==> src/rtl/hazard_track_pipe_if.sv <==
// Hazard-unit facing bundle for hazard_track_pipe: fetch input,
// stall/flush commands, slot metadata outputs and perf counters.
interface hazard_track_pipe_if #(
    parameter int CNT_W = 32
);
    logic [31:0]      i_instr;
    logic             i_if_valid;
    logic             i_stallF;
    logic             i_stallD;
    logic             i_flushD;
    logic             i_flushE;
    logic             i_flushMEM;
    logic [6:0]       o_opcodeIF;
    logic [6:0]       o_opcodeEX;
    logic [4:0]       o_rs1D;
    logic [4:0]       o_rs2D;
    logic [4:0]       o_rs1E;
    logic [4:0]       o_rs2E;
    logic [4:0]       o_ex_rd;
    logic [4:0]       o_mem_rd;
    logic [4:0]       o_wb_rd;
    logic             o_ex_regwrite;
    logic             o_mem_regwrite;
    logic             o_wb_regwrite;
    logic [1:0]       o_wb_sel;
    logic [3:0]       o_valid_vec;
    logic             o_retire;
    logic [CNT_W-1:0] o_cnt_stall;
    logic [CNT_W-1:0] o_cnt_flush;
    logic [CNT_W-1:0] o_cnt_retire;

    modport master (
        output i_instr, i_if_valid, i_stallF, i_stallD,
        output i_flushD, i_flushE, i_flushMEM,
        input  o_opcodeIF, o_opcodeEX, o_rs1D, o_rs2D, o_rs1E, o_rs2E,
        input  o_ex_rd, o_mem_rd, o_wb_rd,
        input  o_ex_regwrite, o_mem_regwrite, o_wb_regwrite,
        input  o_wb_sel, o_valid_vec, o_retire,
        input  o_cnt_stall, o_cnt_flush, o_cnt_retire
    );

    modport slave (
        input  i_instr, i_if_valid, i_stallF, i_stallD,
        input  i_flushD, i_flushE, i_flushMEM,
        output o_opcodeIF, o_opcodeEX, o_rs1D, o_rs2D, o_rs1E, o_rs2E,
        output o_ex_rd, o_mem_rd, o_wb_rd,
        output o_ex_regwrite, o_mem_regwrite, o_wb_regwrite,
        output o_wb_sel, o_valid_vec, o_retire,
        output o_cnt_stall, o_cnt_flush, o_cnt_retire
    );
endinterface

==> src/rtl/hazard_track_pipe.sv <==
// D/E/M/W hazard metadata tracker with retire pulse.
// Define HAZARD_PERF_EN to build the stall/flush/retire counters.
module hazard_track_pipe #(
    parameter int CNT_W = 32
) (
    input logic          i_clk,
    input logic          i_reset,
    hazard_track_pipe_if.slave hz
);
    typedef struct packed {
        logic       valid;
        logic [6:0] opcode;
        logic [4:0] rs1;
        logic [4:0] rs2;
        logic [4:0] rd;
        logic       regwrite;
        logic [1:0] wb_sel;
    } slot_t;

    localparam logic [6:0] OP_R     = 7'b0110011;
    localparam logic [6:0] OP_IMM   = 7'b0010011;
    localparam logic [6:0] OP_LOAD  = 7'b0000011;
    localparam logic [6:0] OP_LUI   = 7'b0110111;
    localparam logic [6:0] OP_AUIPC = 7'b0010111;
    localparam logic [6:0] OP_JAL   = 7'b1101111;
    localparam logic [6:0] OP_JALR  = 7'b1100111;
    localparam logic [6:0] OP_STORE = 7'b0100011;
    localparam logic [6:0] OP_BR    = 7'b1100011;

    // wb_sel of 01 keeps a bubble from ever looking like a load
    localparam slot_t BUBBLE = '{
        valid: 1'b0, opcode: OP_IMM, rs1: 5'd0, rs2: 5'd0,
        rd: 5'd0, regwrite: 1'b0, wb_sel: 2'b01
    };

    slot_t      dec;
    slot_t      d_q;
    slot_t      e_q;
    slot_t      m_q;
    slot_t      w_q;
    logic [6:0] op;
    logic       rw;
    logic       use_rs1;
    logic       use_rs2;
    logic [1:0] wb;
    logic       unused_instr;

    assign op           = hz.i_instr[6:0];
    assign unused_instr = ^{hz.i_instr[31:25], hz.i_instr[14:12]};

    always_comb begin
        rw      = 1'b0;
        use_rs1 = 1'b1;
        use_rs2 = 1'b0;
        wb      = 2'b01;
        case (op)
            OP_R:     begin rw = 1'b1; use_rs2 = 1'b1; end
            OP_IMM:   rw = 1'b1;
            OP_LOAD:  begin rw = 1'b1; wb = 2'b00; end
            OP_LUI:   begin rw = 1'b1; use_rs1 = 1'b0; end
            OP_AUIPC: begin rw = 1'b1; use_rs1 = 1'b0; end
            OP_JAL:   begin rw = 1'b1; use_rs1 = 1'b0; wb = 2'b10; end
            OP_JALR:  begin rw = 1'b1; wb = 2'b10; end
            OP_STORE: use_rs2 = 1'b1;
            OP_BR:    use_rs2 = 1'b1;
            default:  ;
        endcase
        dec.valid    = 1'b1;
        dec.opcode   = op;
        dec.rd       = rw ? hz.i_instr[11:7] : 5'd0;
        dec.rs1      = use_rs1 ? hz.i_instr[19:15] : 5'd0;
        dec.rs2      = use_rs2 ? hz.i_instr[24:20] : 5'd0;
        dec.regwrite = rw;
        dec.wb_sel   = wb;
    end

    always_ff @(posedge i_clk) begin
        if (i_reset) begin
            d_q <= BUBBLE;
            e_q <= BUBBLE;
            m_q <= BUBBLE;
            w_q <= BUBBLE;
        end else begin
            if (hz.i_flushD)
                d_q <= BUBBLE;
            else if (!hz.i_stallD)
                d_q <= hz.i_if_valid ? dec : BUBBLE;
            e_q <= (hz.i_flushE || hz.i_stallD) ? BUBBLE : d_q;
            m_q <= hz.i_flushMEM ? BUBBLE : e_q;
            w_q <= m_q;
        end
    end

    assign hz.o_opcodeIF     = op;
    assign hz.o_opcodeEX     = e_q.opcode;
    assign hz.o_rs1D         = d_q.rs1;
    assign hz.o_rs2D         = d_q.rs2;
    assign hz.o_rs1E         = e_q.rs1;
    assign hz.o_rs2E         = e_q.rs2;
    assign hz.o_ex_rd        = e_q.rd;
    assign hz.o_mem_rd       = m_q.rd;
    assign hz.o_wb_rd        = w_q.rd;
    assign hz.o_ex_regwrite  = e_q.regwrite;
    assign hz.o_mem_regwrite = m_q.regwrite;
    assign hz.o_wb_regwrite  = w_q.regwrite;
    assign hz.o_wb_sel       = e_q.wb_sel;
    assign hz.o_valid_vec    = {w_q.valid, m_q.valid, e_q.valid, d_q.valid};
    assign hz.o_retire       = w_q.valid;

`ifdef HAZARD_PERF_EN
    localparam logic [CNT_W-1:0] CNT_ONE = {{(CNT_W-1){1'b0}}, 1'b1};

    logic [CNT_W-1:0] cnt_stall;
    logic [CNT_W-1:0] cnt_flush;
    logic [CNT_W-1:0] cnt_retire;

    always_ff @(posedge i_clk) begin
        if (i_reset) begin
            cnt_stall  <= '0;
            cnt_flush  <= '0;
            cnt_retire <= '0;
        end else begin
            if (hz.i_stallF)
                cnt_stall <= cnt_stall + CNT_ONE;
            // a flushE under stallD is a load-use bubble, not a redirect
            if (hz.i_flushE && !hz.i_stallD)
                cnt_flush <= cnt_flush + CNT_ONE;
            if (w_q.valid)
                cnt_retire <= cnt_retire + CNT_ONE;
        end
    end

    assign hz.o_cnt_stall  = cnt_stall;
    assign hz.o_cnt_flush  = cnt_flush;
    assign hz.o_cnt_retire = cnt_retire;
`else
    logic unused_perf;

    assign unused_perf     = hz.i_stallF;
    assign hz.o_cnt_stall  = '0;
    assign hz.o_cnt_flush  = '0;
    assign hz.o_cnt_retire = '0;
`endif
endmodule

==> src/flat_wrapper.sv <==
// flat-port wrapper written by rule: the top's interface ports become plain ports
module hazard_track_pipe_flat 
#(
    parameter int CNT_W = 32
)
  (i_clk, i_reset, hz_i_instr, hz_i_if_valid, hz_i_stallF, hz_i_stallD, hz_i_flushD, hz_i_flushE, hz_i_flushMEM, hz_o_opcodeIF, hz_o_opcodeEX, hz_o_rs1D, hz_o_rs2D, hz_o_rs1E, hz_o_rs2E, hz_o_ex_rd, hz_o_mem_rd, hz_o_wb_rd, hz_o_ex_regwrite, hz_o_mem_regwrite, hz_o_wb_regwrite, hz_o_wb_sel, hz_o_valid_vec, hz_o_retire, hz_o_cnt_stall, hz_o_cnt_flush, hz_o_cnt_retire);
  hazard_track_pipe_if #(.CNT_W(CNT_W)) hz_i ();
  input logic i_clk;
  input logic i_reset;
  input wire logic [$bits(hz_i.i_instr)-1:0] hz_i_instr;
  input wire logic [$bits(hz_i.i_if_valid)-1:0] hz_i_if_valid;
  input wire logic [$bits(hz_i.i_stallF)-1:0] hz_i_stallF;
  input wire logic [$bits(hz_i.i_stallD)-1:0] hz_i_stallD;
  input wire logic [$bits(hz_i.i_flushD)-1:0] hz_i_flushD;
  input wire logic [$bits(hz_i.i_flushE)-1:0] hz_i_flushE;
  input wire logic [$bits(hz_i.i_flushMEM)-1:0] hz_i_flushMEM;
  output wire logic [$bits(hz_i.o_opcodeIF)-1:0] hz_o_opcodeIF;
  output wire logic [$bits(hz_i.o_opcodeEX)-1:0] hz_o_opcodeEX;
  output wire logic [$bits(hz_i.o_rs1D)-1:0] hz_o_rs1D;
  output wire logic [$bits(hz_i.o_rs2D)-1:0] hz_o_rs2D;
  output wire logic [$bits(hz_i.o_rs1E)-1:0] hz_o_rs1E;
  output wire logic [$bits(hz_i.o_rs2E)-1:0] hz_o_rs2E;
  output wire logic [$bits(hz_i.o_ex_rd)-1:0] hz_o_ex_rd;
  output wire logic [$bits(hz_i.o_mem_rd)-1:0] hz_o_mem_rd;
  output wire logic [$bits(hz_i.o_wb_rd)-1:0] hz_o_wb_rd;
  output wire logic [$bits(hz_i.o_ex_regwrite)-1:0] hz_o_ex_regwrite;
  output wire logic [$bits(hz_i.o_mem_regwrite)-1:0] hz_o_mem_regwrite;
  output wire logic [$bits(hz_i.o_wb_regwrite)-1:0] hz_o_wb_regwrite;
  output wire logic [$bits(hz_i.o_wb_sel)-1:0] hz_o_wb_sel;
  output wire logic [$bits(hz_i.o_valid_vec)-1:0] hz_o_valid_vec;
  output wire logic [$bits(hz_i.o_retire)-1:0] hz_o_retire;
  output wire logic [$bits(hz_i.o_cnt_stall)-1:0] hz_o_cnt_stall;
  output wire logic [$bits(hz_i.o_cnt_flush)-1:0] hz_o_cnt_flush;
  output wire logic [$bits(hz_i.o_cnt_retire)-1:0] hz_o_cnt_retire;
  assign hz_i.i_instr = hz_i_instr;
  assign hz_i.i_if_valid = hz_i_if_valid;
  assign hz_i.i_stallF = hz_i_stallF;
  assign hz_i.i_stallD = hz_i_stallD;
  assign hz_i.i_flushD = hz_i_flushD;
  assign hz_i.i_flushE = hz_i_flushE;
  assign hz_i.i_flushMEM = hz_i_flushMEM;
  assign hz_o_opcodeIF = hz_i.o_opcodeIF;
  assign hz_o_opcodeEX = hz_i.o_opcodeEX;
  assign hz_o_rs1D = hz_i.o_rs1D;
  assign hz_o_rs2D = hz_i.o_rs2D;
  assign hz_o_rs1E = hz_i.o_rs1E;
  assign hz_o_rs2E = hz_i.o_rs2E;
  assign hz_o_ex_rd = hz_i.o_ex_rd;
  assign hz_o_mem_rd = hz_i.o_mem_rd;
  assign hz_o_wb_rd = hz_i.o_wb_rd;
  assign hz_o_ex_regwrite = hz_i.o_ex_regwrite;
  assign hz_o_mem_regwrite = hz_i.o_mem_regwrite;
  assign hz_o_wb_regwrite = hz_i.o_wb_regwrite;
  assign hz_o_wb_sel = hz_i.o_wb_sel;
  assign hz_o_valid_vec = hz_i.o_valid_vec;
  assign hz_o_retire = hz_i.o_retire;
  assign hz_o_cnt_stall = hz_i.o_cnt_stall;
  assign hz_o_cnt_flush = hz_i.o_cnt_flush;
  assign hz_o_cnt_retire = hz_i.o_cnt_retire;
  hazard_track_pipe #(.CNT_W(CNT_W)) u_core (.i_clk(i_clk), .i_reset(i_reset), .hz(hz_i));
endmodule
==> config.mk <==
export PLATFORM = sky130hd
export DESIGN_NAME = hazard_track_pipe_flat
export DESIGN_NICKNAME = d
export VERILOG_FILES = /design/src/rtl/hazard_track_pipe_if.sv /design/src/rtl/hazard_track_pipe.sv /design/src/flat_wrapper.sv
export SDC_FILE = /design/constraint.sdc
export NUM_CORES = 1
export LEC_CHECK = 0
export CAP_MARGIN = 20
export CORE_MARGIN = 2
export CORE_UTILIZATION = 35
export DETAILED_ROUTE_END_ITERATION = 12
export PLACE_DENSITY_LB_ADDON = 0.25
export SETUP_SLACK_MARGIN = 0.5
export SKIP_LAST_GASP = 1
export SLEW_MARGIN = 20
export SYNTH_ARGS = -nofsm -noshare
export SYNTH_HDL_FRONTEND = slang
export SYNTH_SLANG_ARGS = --single-unit
==> constraint.sdc <==
create_clock -name i_clk -period 1.3 [get_ports i_clk]
set_input_delay 0.195 -clock i_clk [delete_from_list [all_inputs] [get_ports i_clk]]
set_output_delay 0.195 -clock i_clk [all_outputs]
set_load 0.01 [all_outputs]
==> out/summary.log <==
qor: status.status complete, no violations
qor: finish.layout.core_utilization 49.2%
qor: global_routing.grt_pass1_vias 1895
qor: finish.seq_area 0.00136 sq mm
qor: sta.postLayoutSetupSlackWorst 0.306 ns
qor: min_path.timing.hold.worst_endpoint u_core.d_q[22]$_SDFFE_PP1N_
qor: yosys.top_cells_by_count_synth buf_4, dfxtp_1, and2_1
qor: routing.route.detailed.drc 0
qor: finish.num-nets-final 462
qor: sta.fin_crit_sh 76.5%
qor: worst_setup_path.critical_path.cell_chain buf_6
qor: yosys.ffs_w_async_s_r_synth 0%
qor: worst_setup_path.worst_setup_path_start_kind flip-flop
qor: worst_setup_path.rrSetupSlack 0.52 ns
qor: global_routing.grt_overflow 0
qor: routing.drt-wirelength-per-cell 11.7 um
qor: yosys.syn_area 0.00298 sq mm
qor: power.leakage 1.91 nW
qor: yosys.synth.distinct_cells 31
qor: die.count_of_pins_on_the_block_boundary 195
qor: cts.clkTransAtPathRegs 0.07 ns
qor: job.cap_viol_max_count 0
qor: worst_setup_path.critPathMaxStageDelay 0.35 ns
qor: yosys.synthDominantAreaCellType dfxtp_1
qor: routing.postRouteWirelength 6230 um
qor: yosys.synth_top_cell_area_share 44.3%
qor: sta.setup_viol_count_final 0
qor: yosys.synth_most_common_cell buf_4
qor: die.die_height 96.3 um
qor: cts.tritoncts_clock_tree done
qor: die.area_of_the_die 0.00928 sq mm
qor: cts.clockBufferDepth 2
qor: worst_setup_path.timing.critical_path.max_delay_family flip-flops
qor: worst_setup_path.critical_path_required 1.11 ns
qor: worst_setup_path.reg_to_reg_startpoint u_core.hz.o_rs2D[1]$_SDFFE_PP0N_
qor: worst_setup_path.reg2reg_to u_core.hz.o_rs2E[1]$_SDFF_PP0_
qor: sta.max_clk_rate 1.01 GHz
qor: global_routing.first_pass_grt_wire_length 9150 um
qor: sta.min_period 0.994 ns
qor: yosys.synthFlopType dfxtp_1
qor: worst_setup_path.buffer_and_inverter_count_on_the_worst_path 1
qor: cts.clock_tree.htree_level_count 3
qor: worst_setup_path.worstPathArrival 0.80 ns
qor: placement.globalplace.congestion 0.854
qor: finish.multi_input_area 0.00120 sq mm
qor: worst_setup_path.slowest_stage dfxtp_2
qor: routing.drt.antenna.violating_nets 0
qor: placement.port_buffers 87
qor: worst_setup_path.worst-path-max-fanout 3
qor: sta.post_route_clock_skew 0.00508 ns
qor: finish.post_route_cells_drive_above_1_share 42.9%
qor: sta.number_of_failing_hold_endpoints_at_the_final_stage 0
qor: global_routing.number_of_antenna_violations_at_the_first_check_in_global_routing 0
qor: routing.drt_first_iter_violations 57
qor: worst_setup_path.reg2regPathDepth 3
qor: yosys.synth_edf_count 0
qor: yosys.ys_warn_count 0
qor: sta.grt_setup_unrepaired yes
qor: cts.tritoncts.num_buffers 9
qor: worst_setup_path.cp.depth 1
qor: placement.hpwl 4520 um
qor: min_path.worstHoldPathCells 4
qor: placement.pre_cts_ws -0.354 ns
qor: routing.via_count 2097
qor: worst_setup_path.setup.worst_path.class reg2out
qor: power.post-layout-total-power 4.38 mW
qor: yosys.seq_area_frac_synth 44.3%
qor: yosys.ys_top_cells_by_area dfxtp_1, buf_4, and2_1
qor: min_path.hold_class in2reg
qor: finish.antennaDiodeCount 0
qor: yosys.syn-instance-count 311
qor: routing.drt_first_pass_iters 4
qor: finish.area_growth 36.0%
qor: routing.via_per_inst 3.94
qor: die.core-area 0.00826 sq mm
qor: yosys.synth_seq_cells 66
qor: die.starting_density_of_the_core 36.1%
qor: cts.number_of_sinks_driven_by_the_clock_tree 66
qor: yosys.synth.avg_cell_area 9.60 sq um
qor: cts.clock_latency_reported_for_the_late_side_of_the_worst_skew_pair 0.34 ns
qor: worst_setup_path.timing.critical_path.to_type output port
qor: cts.clock_tree.root_cell clkbuf_8
qor: min_path.hold_path_startpoint i_reset
qor: finish.nFillCells 792
qor: sta.timing_max_transition_violations_final 0
qor: power.power_density 1080 mW/mm^2
qor: power.power.ir.vdd_worst 0.396 mV
qor: die.fp-row-count 33
qor: global_routing.grt_start_max_net_pins 12
qor: die.die_w 96.3 um
qor: global_routing.grtUsageTotal 13.2%
-- report_power, final --
part	internal (mW)	switching (mW)	total, mW
Combinational	0.185	0.272	0.457
Sequential	2.03	0.00683	2.04
Clock	1.13	0.757	1.88
Total	3.34	1.04	4.38
-- how the worst max path moves through the flow --
stage                                           from                               end  slack (ns)
floorplan                                hz_i_stallD  u_core.hz.o_rs1D[1]$_SDFFE_PP0N_        0.28
global placement                       hz_i_instr[4]        u_core.d_q[6]$_SDFFE_PP0N_       -0.26
detailed placement                     hz_i_instr[4]        u_core.d_q[6]$_SDFFE_PP0N_       -0.35
CTS                 u_core.hz.o_rs1D[0]$_SDFFE_PP0N_                      hz_o_rs1D[0]        0.28
global route        u_core.hz.o_rs1D[0]$_SDFFE_PP0N_                      hz_o_rs1D[0]        0.26
finish              u_core.hz.o_rs1D[0]$_SDFFE_PP0N_                      hz_o_rs1D[0]        0.31
-- kinds of logic after synthesis --
group,after synthesis,synth area share (%)
AND/OR/NAND/NOR,88,17.3
buffers and inverters,126,31.0
other,1,0.126
AO/OA/AOI/OAI,30,7.34
flip-flops,66,44.3
-- final cells by class --
type | instances | area share, %
clock inverters | 5 | 1.91
clock buffers | 11 | 3.48
repair buffers | 129 | 28.0
inverters | 2 | 0.185
well taps | 105 | 3.24
flip-flops and latches | 66 | 33.6
multi-input cells | 214 | 29.6
-- state kept, by name, indices dropped and copies added (netlist names), 2 cells and up --
name / cells
u_core.d_q: 15
u_core.hz.o_opcodeEX: 7
u_core.hz.o_ex_rd: 5
u_core.hz.o_mem_rd: 5
u_core.hz.o_rs1D: 5
u_core.hz.o_rs1E: 5
u_core.hz.o_rs2D: 5
u_core.hz.o_rs2E: 5
u_core.hz.o_wb_rd: 5
u_core.hz.o_valid_vec: 3
u_core.hz.o_wb_sel: 2
-- metal layers --
metal | track usage [%] | vias up | wire length, um | share of wire (%)
met5 | 0 | - | 0 | 0
met4 | 8.10 | 0 | 195 | 3.1
met3 | 4.54 | 13 | 646 | 10
met2 | 21.2 | 112 | 2990 | 48
met1 | 15.0 | 951 | 2400 | 38
li1 | - | 1021 | - | -
-- worst reg2reg max path, stage by stage (launching register included) --
cell,delay (ns)
dfxtp_2,0.33
buf_6,0.11
buf_6,0.11
and2_4,0.14
-- stage by stage --
stage,hold slack (ns),area [sq um],cells,setup TNS (ns)
2_1_floorplan,0.311,3380,406,0
3_3_place_gp,0.435,3640,500,-12.86
3_5_place_dp,0.430,3640,500,-14.18
4_1_cts,0.230,3940,530,0
5_1_grt,0.223,4060,532,0
6_report,0.198,4060,532,0
-- cell usage in the layout, fill, tap and decap left out, types with 3 or more instances in the layout --
cell | netlist | layout
a21oi_1 | 9 | 8
a22oi_1 | 3 | 3
a32o_1 | 5 | 5
and2_1 | 30 | 29
buf_2 | 2 | 29
buf_4 | 115 | 31
buf_6 | 2 | 46
clkbuf_8 | 0 | 10
clkdlybuf4s50_1 | 0 | 16
conb_1 | 1 | 96
dfxtp_1 | 66 | 32
dfxtp_2 | 0 | 34
nand2_1 | 22 | 18
nand2_2 | 0 | 4
nand2b_1 | 5 | 4
nand4_1 | 5 | 5
nor2_1 | 7 | 6
nor2b_1 | 8 | 8
o22ai_1 | 4 | 3
o31ai_2 | 0 | 4
-- repair_timing --
| item | 4_1_cts | 5_1_grt |
|---|---|---|
| gates cloned | 1 | 0 |
| hold buffers | 0 | 0 |
| pin swaps | 9 | 5 |
| resized for setup | 352 | 36 |
| endpoints found under the setup margin | 125 | 101 |
| buffers inserted | 13 | 2 |
Note: power is estimated with default switching activity, not from simulation.
==> edit, RTL diff (config.mk and constraints unchanged) <==
Build with the macro `HAZARD_PERF_EN` defined.
--- a/src/rtl/hazard_track_pipe.sv
+++ b/src/rtl/hazard_track_pipe.sv
@@ -2,2 +2,4 @@
 // Define HAZARD_PERF_EN to build the stall/flush/retire counters.
+`define HAZARD_PERF_EN
+
 module hazard_track_pipe #(
Behaviour: not the same (a bounded check fails within 4 cycles, from zero or initial values and one cycle with i_reset high).
==> edit against the original RTL <==
- the flow now finishes with violations (negative setup slack)
- synthesized area rose by 120%
- largest power group is now the clock network
- synthesized cell count rose by 130%
- critical path type is now reg2reg
- largest cell class is now buffers
- cell area rose to 3.2 times the old value
- routed wire length rose to 3.8 times the old value
- sequential cell count rose by 96
- power rose by 140%
- worst setup slack got worse by 0.93 ns
- count of clock-buffer cells in the layout rose by 7
==> edit: results (changes against the original RTL) <==
[detailed_routing]
wl_um = 23400  ; was 6230 um
wl_met3_um = 1370  ; was 646 um

[synth]
synthTopCellsByCount = dfxtp_1 (162), a21oi_1 (62), nor2_1 (60)  ; was buf_4 (115), dfxtp_1 (66), and2_1 (30)
synthAdderAreaFrac = 0.00560  ; was 0
synth-compound-area-share = 0.143  ; was 0.0734
synth.area.top_cells = dfxtp_1 (48%), o31ai_1 (5.1%), or4_1 (5.1%)  ; was dfxtp_1 (44%), buf_4 (29%), and2_1 (6.3%)
synth_mux_area_frac = 0.00784  ; was 0
synth-xor-area-share = 0.0405  ; was 0

[status]
violations = negative setup slack
outcome = finished with violations  ; was complete, no violations

[sta]
finalClockSkew_ns = 0.0118  ; was 0.00508 ns
fin_setup_tns_ns = -31.81  ; was 0 ns
setup_viol = 78  ; was 0
postLayoutSetupSlackWorst_ns = -0.625  ; was 0.306 ns

[clocking]
clkSinkCount = 162  ; was 66
clock_latency_ns = 0.43  ; was 0.34 ns
postCtsResizedCells = 1014  ; was 352

[global_routing]
grt_pass1_vias = 7122  ; was 1,895
grt_max_degree = 38  ; was 12
grt_use_met2 = 0.387  ; was 0.212
grt_pass1_wl_um = 35600  ; was 9150 um
antenna_found_initial = 1  ; was 0

[cells_and_area]
multi_input_area_sq_um = 3950  ; was 1200 sq um
nClkBuffers = 18  ; was 11
clock_area_frac = 0.0467  ; was 0.0539
multi_input_cells = 495  ; was 214
buffer_area_frac = 0.353  ; was 0.280

[critical_path]
max_stage_delay_ns = 0.57  ; was 0.35 ns
r2r_end = u_core.hz.o_cnt_stall[16]  ; was u_core.hz.o_rs2E[1]
cp_max_fo = 7  ; was 3
cp_num_buf_inv = 0  ; was 1

[worst_hold_path]
worstHoldPathCells = 3  ; was 4

[pwr]
p_leak_nw = 5.24  ; was 1.91 nW

[place]
dp_cells = 1255  ; was 500
port_buffers = 184  ; was 87

[floorplan]
n_tap_cell = 234  ; was 105

## edit: changes by cell type after synthesis, moves of 17 or more
cell,delta
buf_4,-96
a21oi_1,+53
clkbuf_1,+31
xor2_1,+18
or4_1,+46
o31ai_1,+40
dfxtp_1,+96
nand4_1,+17
nor2_1,+53
nand3_1,+24
## edit: how the worst min path moves through the flow
| stage | start | endpoint | slack (ns) |
|---|---|---|---|
| after global routing | hz_i_instr[5] | u_core.d_q[23] | 0.08 |
| after global placement | u_core.d_q[19] | u_core.hz.o_opcodeEX[1] | 0.43 |
| after detailed placement | u_core.d_q[19] | u_core.hz.o_opcodeEX[1] | 0.43 |
| after floorplan | hz_i_flushD | u_core.d_q[18] | 0.29 |
| final | hz_i_instr[5] | u_core.d_q[23] | 0.08 |
| after CTS | hz_i_instr[5] | u_core.d_q[23] | 0.07 |
## edit: report_power, final
part	switching [mW]	internal [mW]
logic	0.283	0.315
registers	0.0236	4.94
clock network	2.39	2.70
